[src/rtl/mode_sequencer.sv]
// Steps MAIN_MODE over a latched range with optional SUB_MODE[0] sweep.
// Define MODE_SEQ_LOOP_EN to wrap back to FIRST_MODE instead of finishing.
module mode_sequencer #(
  parameter int unsigned SETTLE  = 8,
  parameter int unsigned DWELL_W = 16
) (
  input  logic               CLK,
  input  logic               RSTX,
  input  logic               START,
  input  logic               ABORT,
  input  logic [7:0]         FIRST_MODE,
  input  logic [7:0]         LAST_MODE,
  input  logic [DWELL_W-1:0] DWELL,
  input  logic               SUB_SWEEP,
  output logic [7:0]         MAIN_MODE,
  output logic [7:0]         SUB_MODE,
  output logic               CLR,
  output logic               MEAS_EN,
  output logic               STEP_DONE,
  output logic               BUSY,
  output logic               DONE,
  output logic               BAD_CFG
);

  localparam int CW = (DWELL_W > 8) ? DWELL_W : 8;

  typedef enum logic [2:0] {
    S_IDLE,
    S_CLEAR,
    S_SETTLE,
    S_MEAS,
    S_NEXT
  } state_t;

  state_t state_q, state_d;

  logic [7:0]         last_q;
  logic               sweep_q;
  logic [DWELL_W-1:0] dwell_q;
`ifdef MODE_SEQ_LOOP_EN
  logic [7:0]         first_q;
`endif

  logic [CW-1:0] cnt_q, cnt_d;
  logic [7:0]    mode_d;
  logic          sub_d;
  logic          done_d;
  logic          bad_d;
  logic          go;

  always_comb begin
    state_d = state_q;
    cnt_d   = cnt_q;
    mode_d  = MAIN_MODE;
    sub_d   = SUB_MODE[0];
    bad_d   = 1'b0;
    go      = 1'b0;
    unique case (state_q)
      S_IDLE: begin
        if (START && !ABORT) begin
          if (FIRST_MODE > LAST_MODE) begin
            bad_d = 1'b1;
          end else begin
            go      = 1'b1;
            state_d = S_CLEAR;
            mode_d  = FIRST_MODE;
            sub_d   = 1'b0;
          end
        end
      end
      S_CLEAR: begin
        state_d = S_SETTLE;
        cnt_d   = CW'(SETTLE - 1);
      end
      S_SETTLE: begin
        if (cnt_q == '0) begin
          state_d = S_MEAS;
          cnt_d   = CW'(dwell_q) - CW'(1);
        end else begin
          cnt_d = cnt_q - CW'(1);
        end
      end
      S_MEAS: begin
        if (cnt_q == '0) state_d = S_NEXT;
        else cnt_d = cnt_q - CW'(1);
      end
      S_NEXT: begin
        state_d = S_CLEAR;
        if (sweep_q && !SUB_MODE[0]) begin
          sub_d = 1'b1;
        end else if (MAIN_MODE != last_q) begin
          mode_d = MAIN_MODE + 8'd1;
          sub_d  = 1'b0;
        end else begin
`ifdef MODE_SEQ_LOOP_EN
          mode_d  = first_q;
          sub_d   = 1'b0;
`else
          state_d = S_IDLE;
          mode_d  = 8'd0;
          sub_d   = 1'b0;
`endif
        end
      end
      default: begin
        state_d = S_IDLE;
        mode_d  = 8'd0;
        sub_d   = 1'b0;
      end
    endcase
    if (ABORT && state_q != S_IDLE) begin
      state_d = S_IDLE;
      mode_d  = 8'd0;
      sub_d   = 1'b0;
    end
    // DONE rides along with the STEP_DONE of the final step
    done_d = (state_d == S_NEXT) &&
             !(sweep_q && !sub_d) &&
             (mode_d == last_q);
  end

  always_ff @(posedge CLK) begin
    if (!RSTX) begin
      state_q   <= S_IDLE;
      cnt_q     <= '0;
      last_q    <= '0;
      sweep_q   <= 1'b0;
      dwell_q   <= '0;
`ifdef MODE_SEQ_LOOP_EN
      first_q   <= '0;
`endif
      MAIN_MODE <= '0;
      SUB_MODE  <= '0;
      CLR       <= 1'b0;
      MEAS_EN   <= 1'b0;
      STEP_DONE <= 1'b0;
      BUSY      <= 1'b0;
      DONE      <= 1'b0;
      BAD_CFG   <= 1'b0;
    end else begin
      state_q <= state_d;
      cnt_q   <= cnt_d;
      if (go) begin
        last_q  <= LAST_MODE;
        sweep_q <= SUB_SWEEP;
        dwell_q <= (DWELL == '0) ? DWELL_W'(1) : DWELL;
`ifdef MODE_SEQ_LOOP_EN
        first_q <= FIRST_MODE;
`endif
      end
      MAIN_MODE <= mode_d;
      SUB_MODE  <= {7'd0, sub_d};
      CLR       <= (state_d == S_CLEAR);
      MEAS_EN   <= (state_d == S_MEAS);
      STEP_DONE <= (state_d == S_NEXT);
      BUSY      <= (state_d != S_IDLE);
      DONE      <= done_d;
      BAD_CFG   <= bad_d;
    end
  end

endmodule
[config.mk]
export PLATFORM = sky130hd
export DESIGN_NAME = mode_sequencer
export DESIGN_NICKNAME = d
export VERILOG_FILES = /design/src/rtl/mode_sequencer.sv
export SDC_FILE = /design/constraint.sdc
export NUM_CORES = 1
export LEC_CHECK = 0
export CAP_MARGIN = 20
export CORE_MARGIN = 5
export CORE_UTILIZATION = 54
export DETAILED_ROUTE_END_ITERATION = 6
export GPL_TIMING_DRIVEN = 0
export PLACE_DENSITY_LB_ADDON = 0.25
export SLEW_MARGIN = 20
export SYNTH_ARGS = -nofsm -noshare
export SYNTH_HDL_FRONTEND = slang
export SYNTH_SLANG_ARGS = --single-unit
[constraint.sdc]
create_clock -name CLK -period 3.3 [get_ports CLK]
set_clock_uncertainty 0.2 [all_clocks]
set_input_delay 0.495 -clock CLK [delete_from_list [all_inputs] [get_ports CLK]]
set_output_delay 0.495 -clock CLK [all_outputs]
set_load 0.1 [all_outputs]
==> flow_summary.toml <==
[sta]
drv_slew = 0
fin_crit_ns = 3.25
setup_tns_ns = 0
worst_slew_pin_slew_ns = 0.996
relSlewSlack_pct = 33.4
fmax_mhz = 308
setup_slack_ns = 0.0525
hold_violations = 0
post-route-period-util_pct = 98.4
setup_viol = 0
fin_hold_ws_ns = 0.266
rsz0062_at_grt = "false"

[clocking]
htreeDepth = 3
cts_tree = "built"
cts_hold_buf = 0
clock-sinks = 59
clkTransAtPathRegs_ns = 0.07
cts_made_buffers = 9
clockRootBuffer = "clkbuf_8"
clk_latency_ns = 0.35
cts_buffer_depth = 2

[detailed_routing]
ant_nets = 0
routedWlPerCell_um = 17.6
vias = 3682
firstDrtPassIters = 5
drc = 0
viasPerCell = 6.03
drt_first_iter_violations = 367
wirelength_um = 10700

[final_layout]
diodes = 0
stdcell_count = 611
final_nets = 574
drive_gt1_share_pct = 17.1
layout_commonest_cell = "dfxtp_1"
area_delta_synth_final_pct = 32.0
nFillCells = 518
most-common-layout-cells = "dfxtp_1, nand2_1, nor2b_1, clkdlybuf4s50_1, nor2_1"

[floorplanning]
die-area_mm2 = 0.00855
rows = 30
die_x_um = 92.5
ios = 59
core_area_mm2 = 0.00672
initial_utilization_pct = 54.7
die_h_um = 92.5

[run]
cap_violations = 0

[critical_path]
crit_slowest_cell = "nor4_1"
crit_required_ns = 3.36
path_buf_inv = 1
cp-end-kind = "flip-flop"
start_kind = "flip-flop"
critPathTopFamily = "simple AND/OR/NAND/NOR gates"
startpoint = "sweep_q"
crit_arrival_ns = 3.30
r2r-start = "sweep_q"
cp_max_fo = 7
worstSetupPathType = "reg -> reg"
path_cells = "nor2b_1 > clkbuf_1 > nor4_1 > and3_1 > o221ai_1 > a221oi_4 > a31oi_1 > or3_1 > a311oi_2"
crit_path_max_incr_delay_ns = 0.58

[yosys]
syn_area_per_cell_um2 = 8.22
synthesis.area_mm2 = 0.00367
seq_area_frac_synth_pct = 32.2
async_reset_ff_share_pct = 0
synth_edf_count = 0
synth_fa_ha_area_share_pct = 4.02
synth_top_area_cell = "dfxtp_1"
synth-simple-area-share_pct = 27.3
ys_warn_count = 0
synth_cell_types = 62
synth-xor-area-share_pct = 6.68
synth_top_family_by_area = "simple AND/OR/NAND/NOR gates"
ys_ff_latch = 59
synthCells = 447
synth_compound_area_share_pct = 17.6
yosys-mux-area-fraction_pct = 6.54
synth_top_area_share_pct = 32.2
netlist_top_cells_area = "dfxtp_1, mux2i_1, nor2b_1, xnor2_1, nand2_1"
synth_top_flop_cell = "dfxtp_1"

[global_routing]
grt_pass1_wl_um = 16500
grt_overflow_total = 0
grt_max_degree = 11
grt_use_total_pct = 24.1
grt_antenna_before_repair = 0
first_global_vias = 3316

[power_and_ir_drop]
p_seq_share_pct = 37.3
leakagePower_nw = 1.96
swShare_pct = 34.5
p_int_mw = 1.36
total_power_mw = 2.08
powerDensity_mw_per_mm2 = 429
switchingPower_uw = 717
p_comb_share_pct = 30.3
ir_drop_mv = 0.284
power.share.clock_pct = 32.3

[placement]
place_congestion = 0.962
portBuffers = 50
dp_slack_ns = -0.895
dp.cells = 583
hpwl_um = 7470

[min_path]
hold_start = "FIRST_MODE[0]"
hp-class = "in -> reg"

[outcome]
status = "finished, final reports clean"
-- registers in the layout (all words and copies together) (netlist names) --
name	count
dwell_q	16
MEAS_EN	1
BAD_CFG	1
BUSY	1
CLR	1
state_q	3
SUB_MODE	1
last_q	8
cnt_q	16
DONE	1
STEP_DONE	1
MAIN_MODE	8
sweep_q	1
-- synth_stat cells (all sizes together), types with 4 or more instances --
library cell / number
buf: 11
nand3: 9
nand2b: 6
a21boi: 5
nand2: 39
nor2b: 36
dfxtp: 59
xor2: 9
nor3: 22
o31ai: 4
or2: 4
a22oi: 4
or4: 7
nor2: 29
clkbuf: 14
a21oi: 24
a31oi: 4
inv: 21
or3: 5
mux2i: 24
nor4: 11
nand4: 6
o211ai: 4
ha: 11
xnor2: 19
o21ai: 16
-- timing repair --
item / CTS / global route
pin swaps: 1 / 14
endpoints found under the setup margin: 31 / 25
resized for setup: 6 / 56
endpoints found under the hold margin: 0 / 0
setup buffers: 2 / 10
-- cell families after synthesis --
logic type      after synthesis
other cells                   1
buf+inv                      46
mux                          24
fa+ha+maj                    12
simple gates                184
xor+xnor                     28
compound gates               93
flops                        59
-- stage by stage --
step           cell area, um2  utilization (%)
2_1_floorplan            3710                -
3_3_place_gp             4310             64.1
3_5_place_dp             4310             64.1
4_1_cts                  4540             67.6
5_1_grt                  4850             72.2
6_report                 4850             72.2
-- worst register-to-register path, cell delays in order, from the launching register on --
cell and delay (ns):
dfxtp_1 0.32, nor2b_1 0.13, clkbuf_1 0.25, nor4_1 0.59, and3_1 0.30, o221ai_1 0.18, a221oi_4 0.40, a31oi_1 0.14
or3_1 0.37, a311oi_2 0.29
-- layout make-up --
cell class / count / area [um2] / share of cell area (%)
Multi-Input combinational cell: 348 / 2510 / 51.7
Sequential cell: 59 / 1200 / 24.7
Timing Repair Buffer: 62 / 631 / 13.0
Clock buffer: 11 / 141 / 2.92
Buffer: 25 / 140 / 2.89
Tap cell: 80 / 100 / 2.06
Inverter: 21 / 78.8 / 1.63
Clock inverter: 5 / 52.6 / 1.08
-- power by group through the flow --
| stage | sequential [mW] | clock, mW | combinational, mW |
|---|---|---|---|
| after global placement | 0.788 | 0 | 0.547 |
| after floorplan | 0.827 | 0 | 0.369 |
| after CTS | 0.774 | 0.671 | 0.565 |
| final | 0.776 | 0.673 | 0.631 |
| after detailed placement | 0.790 | 0 | 0.556 |
| after global routing | 0.781 | 0.710 | 0.673 |
-- layer usage --
| layer | GRT usage [%] | share of wire [%] | wire length, um |
|---|---|---|---|
| met1 | 34.5 | 45 | 4830 |
| met2 | 34.8 | 45 | 4790 |
| met5 | 0 | 0 | 0 |
| met3 | 4.31 | 7.6 | 816 |
| met4 | 11.0 | 2.9 | 311 |
-- final timing paths --
path	slack, ns	depth (start not counted)	end
setup reg to reg	0.05	9	DONE
setup / recovery	0.05	9	DONE
hold reg to reg	0.28	2	cnt_q[14]
hold / removal	0.27	3	MAIN_MODE[0]
No activity file was read; power rests on OpenSTA's default activity.
